[config.mk]
export PLATFORM = sky130hd
export DESIGN_NAME = read_mem_flat
export DESIGN_NICKNAME = d
export VERILOG_FILES = /design/src/rtl/read_mem_pkg.sv /design/src/rtl/read_mem_if.sv /design/src/rtl/read_mem_rd_addr_gen.sv /design/src/rtl/read_mem.sv /design/src/flat_wrapper.sv
export SDC_FILE = /design/constraint.sdc
export NUM_CORES = 1
export LEC_CHECK = 0
export ABC_AREA = 1
export CAP_MARGIN = 40
export CORE_AREA = 4 4 61 63
export CTS_BUF_LIST = sky130_fd_sc_hd__clkbuf_16
export CTS_CLUSTER_SIZE = 25
export DETAILED_ROUTE_END_ITERATION = 8
export DIE_AREA = 0 0 65 67
export PLACE_DENSITY = 0.76
export SLEW_MARGIN = 10
export SYNTH_ARGS = -nofsm -noshare
export SYNTH_HDL_FRONTEND = slang
export SYNTH_HIERARCHICAL = 1
export SYNTH_SLANG_ARGS = --single-unit
[constraint.sdc]
create_clock -name clk -period 1.9 [get_ports clk]
set_input_delay 0.38 -clock clk [delete_from_list [all_inputs] [get_ports clk]]
set_output_delay 0.38 -clock clk [all_outputs]
set_load 0.005 [all_outputs]
[src/rtl/read_mem_pkg.sv]
// Shared constants and state encoding for the capture-buffer readout stage.
// Sizes must match the capture-buffer writer.
package read_mem_pkg;

    localparam int unsigned DataWidth  = 8;
    localparam int unsigned AddrWidth  = 4;
    localparam int unsigned MemorySize = 16;

    typedef enum logic [2:0] {
        StIdle,
        StFetch,
        StWait,
        StPresent,
        StFin
    } state_e;

endpackage

[src/rtl/read_mem_if.sv]
// Valid/ready sample stream from the readout stage toward the host link.
interface read_mem_if #(
    parameter int unsigned DATA_WIDTH = 8
) ();

    logic [DATA_WIDTH-1:0] o_data;
    logic                  o_valid;
    logic                  o_ready;

    modport master (
        output o_data,
        output o_valid,
        input  o_ready
    );

    modport slave (
        input  o_data,
        input  o_valid,
        output o_ready
    );

endinterface

[src/rtl/read_mem_rd_addr_gen.sv]
// Readout address generator: snapshots base/len at start and walks the circular buffer
// from the oldest sample to the newest.
module read_mem_rd_addr_gen #(
    parameter int unsigned ADDR_WIDTH  = 4,
    parameter int unsigned MEMORY_SIZE = 16
) (
    input  logic                  clk,
    input  logic                  reset,
    input  logic                  load,
    input  logic                  advance,
    input  logic [ADDR_WIDTH-1:0] waddr,
    input  logic                  primed,
    output logic [ADDR_WIDTH-1:0] raddr,
    output logic                  empty,
    output logic                  last
);

    localparam int unsigned LenWidth = ADDR_WIDTH + 1;

    logic [ADDR_WIDTH-1:0] base_q, base_d;
    logic [ADDR_WIDTH-1:0] raddr_q, raddr_d;
    logic [LenWidth-1:0]   len_q, len_d;
    logic [LenWidth-1:0]   index_q, index_d;

    // raddr always tracks base + index, so the address is already on the memory bus
    // during FETCH and the registered read data lands in time for the WAIT capture.
    always_comb begin
        base_d  = base_q;
        len_d   = len_q;
        index_d = index_q;
        raddr_d = raddr_q;
        if (load) begin
            base_d  = primed ? waddr : '0;
            len_d   = primed ? LenWidth'(MEMORY_SIZE) : {1'b0, waddr};
            index_d = '0;
            raddr_d = base_d;
        end else if (advance) begin
            index_d = index_q + LenWidth'(1);
            raddr_d = base_q + index_d[ADDR_WIDTH-1:0];
        end
    end

    always_ff @(posedge clk) begin
        if (!reset) begin
            base_q  <= '0;
            len_q   <= '0;
            index_q <= '0;
            raddr_q <= '0;
        end else begin
            base_q  <= base_d;
            len_q   <= len_d;
            index_q <= index_d;
            raddr_q <= raddr_d;
        end
    end

    assign raddr = raddr_q;
    assign empty = !primed && (waddr == '0);
    assign last  = (index_q == len_q - LenWidth'(1));

endmodule

[src/rtl/read_mem.sv]
// Capture-buffer readout: after capture, streams every valid sample oldest-first over a
// valid/ready link while freezing the writer.
module read_mem
    import read_mem_pkg::*;
#(
    parameter int unsigned DATA_WIDTH  = DataWidth,
    parameter int unsigned ADDR_WIDTH  = AddrWidth,
    parameter int unsigned MEMORY_SIZE = MemorySize
) (
    input  logic                  clk,
    input  logic                  reset,
    input  logic                  start,
    input  logic [ADDR_WIDTH-1:0] waddr,
    input  logic                  primed,
    output logic [ADDR_WIDTH-1:0] raddr,
    input  logic [DATA_WIDTH-1:0] rd_data,
    read_mem_if.master            stream,
    output logic                  freeze,
    output logic                  done
);

    state_e                state_q, state_d;
    logic [DATA_WIDTH-1:0] o_data_q;
    logic                  o_valid_q;
    logic                  done_q;
    logic                  load;
    logic                  advance;
    logic                  empty;
    logic                  last;

    read_mem_rd_addr_gen #(
        .ADDR_WIDTH  (ADDR_WIDTH),
        .MEMORY_SIZE (MEMORY_SIZE)
    ) u_rd_addr_gen (
        .clk     (clk),
        .reset   (reset),
        .load    (load),
        .advance (advance),
        .waddr   (waddr),
        .primed  (primed),
        .raddr   (raddr),
        .empty   (empty),
        .last    (last)
    );

    always_comb begin
        state_d = state_q;
        load    = 1'b0;
        advance = 1'b0;
        unique case (state_q)
            StIdle: begin
                if (start) begin
                    load    = 1'b1;
                    state_d = empty ? StFin : StFetch;
                end
            end
            StFetch:   state_d = StWait;
            StWait:    state_d = StPresent;
            StPresent: begin
                if (o_valid_q && stream.o_ready) begin
                    advance = 1'b1;
                    state_d = last ? StFin : StFetch;
                end
            end
            StFin:     state_d = StIdle;
            default:   state_d = StIdle;
        endcase
    end

    always_ff @(posedge clk) begin
        if (!reset) begin
            state_q   <= StIdle;
            o_data_q  <= '0;
            o_valid_q <= 1'b0;
            done_q    <= 1'b0;
        end else begin
            state_q <= state_d;
            done_q  <= (state_q == StFin);
            if (state_q == StWait) begin
                o_data_q  <= rd_data;
                o_valid_q <= 1'b1;
            end else if (advance) begin
                o_valid_q <= 1'b0;
            end
        end
    end

    assign stream.o_data  = o_data_q;
    assign stream.o_valid = o_valid_q;
    assign freeze         = (state_q != StIdle);
    assign done           = done_q;

endmodule

[src/flat_wrapper.sv]
// flat-port wrapper written by rule: the top's interface ports become plain ports
module read_mem_flat import read_mem_pkg::*;
#(
    parameter int unsigned DATA_WIDTH  = DataWidth,
    parameter int unsigned ADDR_WIDTH  = AddrWidth,
    parameter int unsigned MEMORY_SIZE = MemorySize
)
  (clk, reset, start, waddr, primed, raddr, rd_data, freeze, done, stream_o_data, stream_o_valid, stream_o_ready);
  read_mem_if #(.DATA_WIDTH(DATA_WIDTH)) stream_i ();
  input  logic clk;
  input  logic reset;
  input  logic start;
  input  logic [ADDR_WIDTH-1:0] waddr;
  input  logic primed;
  output logic [ADDR_WIDTH-1:0] raddr;
  input  logic [DATA_WIDTH-1:0] rd_data;
  output logic freeze;
  output logic done;
  output wire logic [$bits(stream_i.o_data)-1:0] stream_o_data;
  output wire logic [$bits(stream_i.o_valid)-1:0] stream_o_valid;
  input wire logic [$bits(stream_i.o_ready)-1:0] stream_o_ready;
  assign stream_o_data = stream_i.o_data;
  assign stream_o_valid = stream_i.o_valid;
  assign stream_i.o_ready = stream_o_ready;
  read_mem #(.DATA_WIDTH(DATA_WIDTH), .ADDR_WIDTH(ADDR_WIDTH), .MEMORY_SIZE(MEMORY_SIZE)) u_core (.clk(clk), .reset(reset), .start(start), .waddr(waddr), .primed(primed), .raddr(raddr), .rd_data(rd_data), .stream(stream_i), .freeze(freeze), .done(done));
endmodule
# Yosys cells after proc, flatten, opt, wreduce, memory -nomap -nowiden
# Cells that the tools add are included.
[totals]
inputBits = 17
ff_bits = 31
word_cells = 44
[op_classes]
n_bitwise = 1
mux = 15
eq_ne = 7
reduce_logical = 10
add_sub_neg = 3
[op_table]
columns = ["cell", "n"]
rows = [
  ["two-way mux 3 bit", 4],
  ["two-way mux 4 bit", 3],
  ["case mux 3 bit (4 select lines)", 1],
  ["== test 3 x 2 -> 1 bit, second input constant", 2],
  ["two-way mux 1 bit", 6],
  ["adder 5 x 1 -> 5 bit, second input constant", 1],
  ["== test 5 bit", 1],
  ["two-way mux 5 bit", 1],
  ["subtractor 5 x 1 -> 5 bit, second input constant", 1],
  ["adder 4 bit", 1],
  ["zero test 4 bit", 1],
  ["nonzero test 2 bit", 2],
  ["== test 3 x 1 -> 1 bit, second input constant", 1],
  ["== test 3 bit, second input constant", 1],
  ["zero test 3 bit", 1],
  ["nonzero test 3 bit", 1],
  ["logical AND 1 bit", 2],
  ["!= test 2 x 1 -> 1 bit, second input constant", 1],
  ["!= test 2 bit, second input constant", 1],
  ["AND reduction 2 bit", 1],
  ["OR reduction 2 bit", 1],
  ["zero test 1 bit", 1],
  ["NOT 1 bit", 1],
]

# Logic depth before layout (Yosys ltp)
# Gate-level depths: netlist (run 1).
[logic_depth]
depth_word = 5
ltp_mapped = 11
mapped_depth_nobuf = 11

# Hierarchy
# Netlist (run 1), hierarchy kept.
[modules_own_cells]
columns = ["mod", "instances", "area_each_um2", "cells_per_inst"]
rows = [
  ["read_mem_rd_addr_gen", 1, 977.2, 122],
  ["read_mem", 1, 566.8, 72],
]

# Worst setup path after synthesis (run 1)
# No wires, ideal clock.
[synth_path]
kind = "reg-to-reg"
start = "register u_core.u_rd_addr_gen.index_q[1]"
end = "register u_core.u_rd_addr_gen.raddr_q[3] (netlist: u_core/u_rd_addr_gen/raddr[3])"
synth_period_minus_slack_ps = 1600
required_ps = 1834
setup_slack_ps = 300
n_path_buf = 0
path_stages_with_launch = 9
t_arrival_ps = 1534
path_cell_list = "dfxtp_1 > ha_1 > xor2_1 > ha_1 > a21oi_1 > inv_1 > nand2_1 > nand3_2 > a21oi_2"
[synth_via]
elab_chain_cells = 4
[synth_rtl]
columns = ["item", "line", "rtl"]
rows = [
  ["from (decl)", "read_mem_rd_addr_gen.sv:23", "logic [LenWidth-1:0] index_q, index_d;"],
  ["from (signal assigned)", "read_mem_rd_addr_gen.sv:52", "index_q <= index_d;"],
  ["adder 5 x 1 -> 5 bit", "read_mem_rd_addr_gen.sv:38", "index_d = index_q + LenWidth'(1);"],
  ["adder 4 bit", "read_mem_rd_addr_gen.sv:39", "raddr_d = base_q + index_d[ADDR_WIDTH-1:0];"],
  ["two-way mux 4 bit", "read_mem_rd_addr_gen.sv:37", "end else if (advance) begin"],
  ["two-way mux 4 bit", "read_mem_rd_addr_gen.sv:32", "if (load) begin"],
  ["to (signal assigned)", "read_mem_rd_addr_gen.sv:53", "raddr_q <= raddr_d;"],
  ["to (decl)", "read_mem_rd_addr_gen.sv:21", "logic [ADDR_WIDTH-1:0] raddr_q, raddr_d;"],
]
# No other way between the ends. The select of a mux whose other input is x is not followed.
# A chain may end at the register's enable or synchronous reset.

# Worst setup path in the final report (run 1)
[layout_path]
start = "register u_core.state_q[0]"
end = "output freeze"
[layout_via]
elab_chain_cells = 1
[layout_rtl]
columns = ["item", "line", "rtl"]
rows = [
  ["from (decl)", "read_mem.sv:22", "state_e state_q, state_d;"],
  ["from (signal assigned)", "read_mem.sv:72", "state_q <= StIdle;"],
  ["from (signal assigned)", "read_mem.sv:77", "state_q <= state_d;"],
  ["nonzero test 3 bit", "read_mem.sv:90", "assign freeze = (state_q != StIdle);"],
  ["to (decl)", "flat_wrapper.sv:17", "output logic freeze;"],
]
# No other way between the ends.

==> metrics.md, run 1 <==
| Metric | Value |
|---|---|
| Top-count cell post-synth | dfxtp_1 |
| Distinct cell type count after synthesis | 32 |
| Largest cells by area after synthesis | dfxtp_1 (40%), nand2_1 (5.6%), o21ai_0 (5.5%), inv_1 (5.3%), nor2_1 (5.3%) |
| DP Cell Count | 281 |
| Worst setup path start | u_core/state_q[0] |
| CP max stage delay | 0.45 ns |
| Post-synth EDFFs | 0 |
| R2r setup slk | 0.18 ns |
| Starting density of the core | 47.8% |
| Max Cap Viol | 0 |
| Synth Flop Type | dfxtp_1 |
| DR vias/cell | 4.87 |
| Final hold vios | 0 |
| Worst setup endpoint | freeze |
| DRC violations left | 0 |
| Worst R2R Start | u_core/u_rd_addr_gen/index_q[0] |
| Die Y | 67 um |
| Vias in the first global route | 1376 |
| Layout Nets | 265 |
| Total negative slack | 0 ns |
| Gr ovfl total | 0 |
| Setup bufs post-CTS | 0 |
| Clock root cell | clkbuf_16 |
| P_leak | 0.897 nW |
| Post-Syn Area | 1540 um2 |
| Max H-tree Level | 2 |
| Dpl hpwl | 2.68 mm |
| WP data arrival | 1.38 ns |
| Drt total wl | 3.52 mm |
| RSZ-0062 raised after global routing | no |
| Final Core Density | 65.9% |
| Share of the synthesized area in the top cell type | 40.2% |
| Post-DP Area | 1990 um2 |
| Number of top-level pins | 32 |
| Worst Setup End Kind | primary output |
| IO buf count | 31 |
| Antenna violations before repair | 0 |
| Post-synth top area cell | dfxtp_1 |
| Detailed Routing Iterations Pass 1 | 4 |
| Post-CTS resize count | 0 |
| Gr usage total | 18.1% |
| Total vias in the final route | 1407 |
| Outcome | finished, final reports clean |
| Fraction of registers with async set or reset after synthesis | 0% |
| Synth Area per Inst | 7.96 um2 |
| Crit Path Max Fanout | 5 |
| Min Tclk post-route | 1.76 ns |
| FF+latch count, synth | 31 |
| Post-layout instance area | 2130 um2 |
| Hold_buf cts | 0 |
| R2r worst-path depth | 8 |
| Starting DRC count in detailed routing | 40 |
| Slew @ Worst Pin | 0.288 ns |
| Routed WL per cell | 12.2 um |
| Final Power | 1.91 mW |
| Slew headroom | 80.7% |
| Clk sinks | 31 |
| Full die area | 4360 um2 |
| Crit path buffers/inverters | 1 |
| Synth cell count leaders | dfxtp_1 (31), nand2_1 (23), inv_1 (22), nor2_1 (22), o21ai_0 (17) |
| Worst Skew | 0.00517 ns |
| ANT cells | 0 |
| Fmax | 569 MHz |
| CTS buffer count | 5 |
| TritonCTS clock tree | done |
| Die X | 65 um |
| Post-route ant nets | 0 |
| GP Congestion | 0.771 |
| Worst R2R End | u_core/u_rd_addr_gen/raddr[3] |
| VDD IR max | 0.000760 V |
| Slowest-stage cell, CP | clkdlybuf4s50_1 |
| Rows | 21 |
| Area grow syn2layout | 37.8% |
| Share of cells above drive strength 1 | 17.7% |
| Cell family with most CP delay | buffers and inverters |
| Sequential-to-total area share from yosys stat | 40.2% |
| Worst-path cell chain | nor2_2 -> nand2_2 -> clkdlybuf4s50_1 |
| Crit path required time | 1.52 ns |
| CTS Buffer Depth | 2 |
| Total power per unit cell area | 899 nW/um2 |
| Worst setup SP type | flip-flop |
| Core area | 3230 um2 |
| Setup Viol. Count Final | 0 |
| Final period util | 92.5% |
| Logic depth of the worst setup path including buffers | 3 |
| Non-Filler Instances | 289 |
| Largest net degree at the start of global routing | 18 |
| WS Path Type | flip-flop to primary output |
| Mapped Cells | 194 |
| First-pass GRT wire length | 6.04 mm |
| Final Max Slew Viols | 0 |
| Syn nets | 217 |
| Yosys Warn Count | 6 |
| Skew-Pair Late Insertion Delay | 0.27 ns |
| HP Class | flip-flop to flip-flop |
| Reg clk slew, reported paths | 0.05 ns |
[stage by stage]
stage,setup WS [ns],hold slack (ns)
2_1_floorplan,0.300,0.435
3_3_place_gp,0.0385,0.451
3_5_place_dp,-0.00327,0.477
4_1_cts,0.0652,0.483
5_1_grt,0.0106,0.508
6_report,0.142,0.479
[flip-flops by register name, indices dropped and copies added (netlist names)]
name,flops
u_core/u_rd_addr_gen/index_q,5
u_core/u_rd_addr_gen/raddr,4
u_core/done,1
u_core/u_rd_addr_gen/base_q,4
u_core/state_q,3
u_core/u_rd_addr_gen/len_q,5
u_core/stream.o_valid,1
u_core/stream.o_data,8
[where the power goes]
group | internal, mW | total [mW] | leakage [nW] | switching, mW
sequential | 0.717 | 0.760 | 0.253 | 0.0430
clock | 0.470 | 0.738 | 0.0701 | 0.268
combinational | 0.207 | 0.415 | 0.574 | 0.208
total | 1.39 | 1.91 | 0.897 | 0.519
[routing by layer]
metal / vias to the layer above / global-route usage [%] / wire length [um]
li1: 736 / - / -
met1: 628 / 22.6 / 1590
met2: 38 / 28.4 / 1670
met3: 5 / 5.23 / 194
met4: 0 / 8.97 / 66
met5: - / 0 / 0
[how the worst min path moves through the flow]
stage / from / endpoint / slack [ns] / cells past startpoint
2_1_floorplan: u_core/u_rd_addr_gen/base_q[0] / u_core/u_rd_addr_gen/base_q[0] / 0.43 / 2
3_3_place_gp: u_core/u_rd_addr_gen/base_q[0] / u_core/u_rd_addr_gen/base_q[0] / 0.45 / 2
3_5_place_dp: u_core/stream.o_data[6] / u_core/stream.o_data[6] / 0.48 / 2
4_1_cts: u_core/stream.o_data[6] / u_core/stream.o_data[6] / 0.48 / 2
5_1_grt: u_core/u_rd_addr_gen/base_q[2] / u_core/u_rd_addr_gen/base_q[2] / 0.51 / 2
6_report: u_core/stream.o_data[6] / u_core/stream.o_data[6] / 0.48 / 2
[cell type report]
class | count | area (um2)
Clock buffer | 5 | 125
Clock inverter | 3 | 11.3
Fill cell | 282 | 1100
Tap cell | 46 | 57.6
Sequential cell | 31 | 622
Multi-Input combinational cell | 134 | 811
Inverter | 27 | 101
Timing Repair Buffer | 43 | 400
[kinds of logic after synthesis]
logic type               share of synthesized area (%)
AND/OR/NAND/NOR                                   25.4
AO/OA/AOI/OAI                                     15.8
flip-flops                                        40.2
buffers and inverters                             7.62
XOR/XNOR                                          5.67
adder cells (fa/ha/maj)                           5.35
[worst min-delay path, stage by stage, from the launching register on]
cell and delay, ns:
dfxtp_1 0.32, nor2_1 0.05, nor2_1 0.08
[cells in the final DEF (no fill, tap or decap), types with 2 or more instances in the layout]
master           count
nor2_1              22
ha_1                 5
inv_1               23
nand2_2              3
nand3_1             10
nor2_2               2
clkdlybuf4s50_1     31
nand3_2              6
nand4_1              4
xor2_1               9
clkbuf_16            5
nor3_1               2
o21ai_1              7
clkinv_1             3
inv_2                4
nor2_4               2
o21ai_2              3
dfxtp_1             30
a21oi_1              7
o21ai_0             17
buf_4               12
nand2_1             23
(Power assumes the default switching activity.)
==> run 2: changes to the inputs <==
--- a/config.mk
+++ b/config.mk
@@ -7,12 +7,12 @@
 export LEC_CHECK = 0
 export ABC_AREA = 1
 export CAP_MARGIN = 40
-export CORE_AREA = 4 4 61 63
+export CORE_AREA = 4 4 52 73
 export CTS_BUF_LIST = sky130_fd_sc_hd__clkbuf_16
 export CTS_CLUSTER_SIZE = 25
 export DETAILED_ROUTE_END_ITERATION = 8
-export DIE_AREA = 0 0 65 67
-export PLACE_DENSITY = 0.76
+export DIE_AREA = 0 0 56 77
+export PLACE_DENSITY = 0.77
 export SLEW_MARGIN = 10
 export SYNTH_ARGS = -nofsm -noshare
 export SYNTH_HDL_FRONTEND = slang
==> metrics.md, run 2 (same netlist as run 1, synthesis figures left out) <==
| Metric | Value |
|---|---|
| Outcome | finished, final reports clean |
| Skew-Pair Late Insertion Delay | 0.27 ns |
| R2r worst-path depth | 8 |
| Rows | 24 |
| Post-DP Area | 1970 um2 |
| Max Cap Viol | 0 |
| R2r setup slk | 0.20 ns |
| Pint | 1.39 mW |
| Drt total wl | 3.52 mm |
| Share of cells above drive strength 1 | 16.9% |
| WHS Path Cells | 2 |
| WP data arrival | 1.41 ns |
| Sw Share | 26.5% |
| Vias in the first global route | 1425 |
| CTS buffer count | 5 |
| Slew headroom | 78.2% |
| Worst R2R End | u_core/u_rd_addr_gen/raddr[3] |
| Max reg flops | 8 |
| Final Max Slew Viols | 0 |
| Detailed Routing Iterations Pass 1 | 4 |
| Core area | 3120 um2 |
| GP Congestion | 0.818 |
| Worst R2R Start | u_core/u_rd_addr_gen/index_q[0] |
| Gr ovfl total | 0 |
| ANT cells | 0 |
| Sequential cell fraction of total power | 40.0% |
| Clk pwr share | 38.1% |
| Total vias in the final route | 1434 |
| TritonCTS clock tree | done |
| Hold slack | 0.478 ns |
| CTS Buffer Depth | 2 |
| Largest net degree at the start of global routing | 12 |
| Non-Filler Instances | 281 |
| First-pass GRT wire length | 6.13 mm |
| Logic pwr share | 21.8% |
| Final hold vios | 0 |
| DR vias/cell | 5.10 |
| Worst Skew | 0.00449 ns |
| Max H-tree Level | 2 |
| P_leak | 0.892 nW |
| DP Cell Count | 273 |
| Starting DRC count in detailed routing | 51 |
| Crit path required time | 1.52 ns |
| Post-layout instance area | 2110 um2 |
| Net switching power figure | 503 uW |
| Start point of the worst hold path | u_core/stream.o_data[3] |
| Slew @ Worst Pin | 0.325 ns |
| Gr usage total | 18.1% |
| Fmax | 557 MHz |
| Die X | 56 um |
| Min Tclk post-route | 1.79 ns |
| Crit Path Max Fanout | 6 |
| Full die area | 4310 um2 |
| Number of top-level pins | 32 |
| Worst Setup End Kind | primary output |
| Area grow syn2layout | 36.7% |
| Setup bufs post-CTS | 0 |
| Dpl hpwl | 2.70 mm |
| DRC violations left | 0 |
| Worst setup SP type | flip-flop |
| Layout Nets | 264 |
| RSZ-0062 raised after global routing | no |
| Starting density of the core | 49.4% |
| Clk sinks | 31 |
| Most frequent cells in the layout | clkdlybuf4s50_1 (31), dfxtp_1 (31), inv_1 (23), nand2_1 (23), nor2_1 (22) |
| Post-route ant nets | 0 |
| Antenna violations before repair | 0 |
| VDD IR max | 0.000932 V |
| IO buf count | 31 |
| Final period util | 94.4% |
| Worst Hold Endpoint | u_core/stream.o_data[3] |
| Die Y | 77 um |
| Total power per unit cell area | 899 nW/um2 |
| Total negative slack | 0 ns |
| WS Path Type | flip-flop to primary output |
| HP Class | flip-flop to flip-flop |
| Clock root cell | clkbuf_16 |
| Reg clk slew, reported paths | 0.05 ns |
| Routed WL per cell | 12.5 um |
| Setup Viol. Count Final | 0 |
## run 2: what timing repair did
item	CTS	global route
setup endpoints to repair	0	2
gates resized for setup	0	1
hold buffers	0	0
## run 2: per-layer routing
| layer | global-route usage, % | vias up | routed length [um] |
|---|---|---|---|
| met1 | 17.4 | 647 | 1370 |
| met3 | 5.88 | 10 | 170 |
| li1 | - | 743 | - |
| met2 | 33.7 | 34 | 1880 |
| met5 | 0 | - | 0 |
| met4 | 8.55 | 0 | 99 |
## run 2: worst max-delay path by stage
stage                                          from                       endpoint  slack [ns]  cells after the start
floorplan           u_core/u_rd_addr_gen/index_q[1]  u_core/u_rd_addr_gen/raddr[3]        0.30                      8
detailed placement                   stream_o_ready  u_core/u_rd_addr_gen/raddr[2]        0.03                      7
finish                            u_core/state_q[1]                         freeze        0.11                      3
CTS                               u_core/state_q[1]                         freeze        0.09                      3
global route          u_core/u_rd_addr_gen/len_q[0]              u_core/state_q[0]        0.01                     11
global placement                             primed              u_core/state_q[0]        0.05                      8
## run 2: worst max-delay path, stage by stage (launching register included)
cell	delay, ns
dfxtp_1	0.42
inv_1	0.11
nand2_2	0.11
clkdlybuf4s50_1	0.50
## run 2: layout make-up
cell class | count | area (um2)
clock inverters | 3 | 11.3
well taps | 39 | 48.8
clock buffers | 5 | 125
multi-input cells | 134 | 811
repair buffers | 42 | 393
flip-flops and latches | 31 | 621
inverters | 27 | 101
fillers | 259 | 1010
## run 2: per-stage QoR
step / utilization, % / setup WS (ns) / power [mW]
6_report: 67.6 / 0.106 / 1.90
5_1_grt: 67.6 / 0.0142 / 1.99
4_1_cts: 67.4 / 0.0937 / 1.92
3_5_place_dp: 63.1 / 0.0307 / 1.18
3_3_place_gp: 63.1 / 0.0521 / 1.17
2_1_floorplan: - / 0.300 / 0.995
## run 2: power groups by stage
stage	clock network, mW	logic (mW)	registers [mW]
6_report	0.724	0.414	0.759
5_1_grt	0.769	0.459	0.766
4_1_cts	0.741	0.416	0.759
3_5_place_dp	0	0.412	0.771
3_3_place_gp	0	0.404	0.769
2_1_floorplan	0	0.226	0.769
==> run 3: changes to the inputs <==
--- a/config.mk
+++ b/config.mk
@@ -7,11 +7,11 @@
 export LEC_CHECK = 0
 export ABC_AREA = 1
 export CAP_MARGIN = 40
-export CORE_AREA = 4 4 52 73
+export CORE_AREA = 5 5 53 74
 export CTS_BUF_LIST = sky130_fd_sc_hd__clkbuf_16
 export CTS_CLUSTER_SIZE = 25
 export DETAILED_ROUTE_END_ITERATION = 8
-export DIE_AREA = 0 0 56 77
+export DIE_AREA = 0 0 58 79
 export PLACE_DENSITY = 0.77
 export SLEW_MARGIN = 10
 export SYNTH_ARGS = -nofsm -noshare
==> metrics.md, run 3 (same netlist as run 1, synthesis figures left out) <==
| Metric | Value |
|---|---|
| Die Y | 79 um |
| Full die area | 4580 um2 |
| Outcome | finished, final reports clean |
| Slew @ Worst Pin | 0.323 ns |
| CP max stage delay | 0.46 ns |
| Max reg flops | 8 |
| CTS Buffer Depth | 2 |
| Worst setup SP type | flip-flop |
| Dpl hpwl | 2.65 mm |
| Hold_buf cts | 0 |
| Total negative slack | 0 ns |
| CTS buffer count | 5 |
| First-pass GRT wire length | 5.98 mm |
| Drt total wl | 3.39 mm |
| Crit Path Max Fanout | 5 |
| Worst-path cell chain | nor2_2 -> nand2_2 -> clkdlybuf4s50_1 |
| M1 WL | 1.40 mm |
| Crit path required time | 1.52 ns |
| Clk sinks | 31 |
| Worst Setup End Kind | primary output |
| Core area | 3250 um2 |
| Clock root cell | clkbuf_16 |
| Gr usage total | 17.2% |
| Slew headroom | 78.4% |
| Number of top-level pins | 32 |
| Skew-Pair Late Insertion Delay | 0.27 ns |
| Largest net degree at the start of global routing | 12 |
| Min Tclk post-route | 1.76 ns |
| P_leak | 0.901 nW |
| Reg clk slew, reported paths | 0.05 ns |
| Rows | 25 |
| Top Layer Used | met4 |
| Final Max Slew Viols | 0 |
| GP Congestion | 0.790 |
| WP data arrival | 1.38 ns |
| Met3 routed WL | 205 um |
| WS Path Type | flip-flop to primary output |
| RSZ-0062 raised after global routing | no |
| DRC violations left | 0 |
| Setup Viol. Count Final | 0 |
| Starting density of the core | 47.5% |
| Max Cap Viol | 0 |
| Total power per unit cell area | 893 nW/um2 |
| Most frequent cells in the layout | clkdlybuf4s50_1 (31), dfxtp_1 (30), inv_1 (23), nand2_1 (23), nor2_1 (22) |
| FF+latch area | 622 um2 |
| Vias in the first global route | 1375 |
| Area grow syn2layout | 37.5% |
| Starting DRC count in detailed routing | 38 |
| HP Class | flip-flop to flip-flop |
| Share of cells above drive strength 1 | 17.6% |
| Fillcell total | 285 |
| Antenna violations before repair | 0 |
| Worst Skew | 0.00602 ns |
| Slowest-stage cell, CP | clkdlybuf4s50_1 |
| Routed WL per cell | 11.9 um |
| Final hold vios | 0 |
| Detailed Routing Iterations Pass 1 | 4 |
| Met2 Wirelength | 1.73 mm |
| TritonCTS clock tree | done |
| Multi-input gate area | 806 um2 |
| Fmax | 567 MHz |
| VDD IR max | 0.000795 V |
| Die X | 58 um |
| ANT cells | 0 |
| Post-route ant nets | 0 |
| Layout Nets | 266 |
| DR vias/cell | 4.96 |
| Max H-tree Level | 2 |
| Commonest non-fill, non-tap cell in the layout | clkdlybuf4s50_1 |
| Total vias in the final route | 1408 |
| Gr ovfl total | 0 |
| IO buf count | 31 |
| Final period util | 92.8% |
| Final Power | 1.90 mW |
[run 3: changes by cell type in the layout (fill, tap and decap cells not counted)]
cell / change
nor3_2: -1
buf_4: +2
dfxtp_1: -1
dfxtp_2: +1
nor3_1: +1
[run 3: critical path: cells and delay by family, from the launching register on]
family	cells	cell delay, ns
simple gates	2	0.31
flops	1	0.35
buf+inv	1	0.46
[run 3: path summary, 6_finish.rpt]
kind                                        start  slack (ns)  cells past startpoint                              to
hold / removal     u_core/u_rd_addr_gen/base_q[2]        0.47                      2  u_core/u_rd_addr_gen/base_q[2]
setup reg to reg  u_core/u_rd_addr_gen/index_q[0]        0.17                      8   u_core/u_rd_addr_gen/raddr[3]
hold reg to reg    u_core/u_rd_addr_gen/base_q[2]        0.47                      2  u_core/u_rd_addr_gen/base_q[2]
setup / recovery                u_core/state_q[0]        0.14                      3                          freeze
[run 3: per-stage QoR]
stage | setup slack, ns | instances | utilization, % | instance area [um2] | hold slack, ns
finish | 0.136 | 284 | 65.3 | 2120 | 0.472
global route | 0.00290 | 284 | 65.3 | 2120 | 0.492
CTS | 0.0884 | 284 | 65.2 | 2120 | 0.473
detailed placement | 0.0134 | 276 | 61.0 | 1990 | 0.461
global placement | -0.00145 | 276 | 61.0 | 1990 | 0.449
floorplan | 0.300 | 194 | - | 1540 | 0.435
[run 3: area by class of cell]
class / count / share of cell area (%)
clock inverter: 3 / 0.530
tap: 40 / 2.36
inverter: 27 / 4.77
multi-input combinational: 134 / 37.9
sequential: 31 / 29.3
clock buffer: 5 / 5.89
timing repair buffer: 44 / 19.2
[run 3: power by group]
part / internal, mW / switching [mW] / total (mW)
clock network: 0.469 / 0.255 / 0.724
logic: 0.212 / 0.203 / 0.415
registers: 0.717 / 0.0403 / 0.758
total: 1.40 / 0.499 / 1.90
[run 3: what timing repair did]
action,in CTS,in global routing
buffers inserted,0,0
gates resized for setup,0,1
setup endpoints to repair,0,1
endpoints found under the hold margin,0,0
[run 3: metal layers]
metal,vias up,GRT usage [%]
met5,-,0
met4,0,6.96
met3,6,5.69
met2,34,30.4
met1,628,18.3
li1,740,-
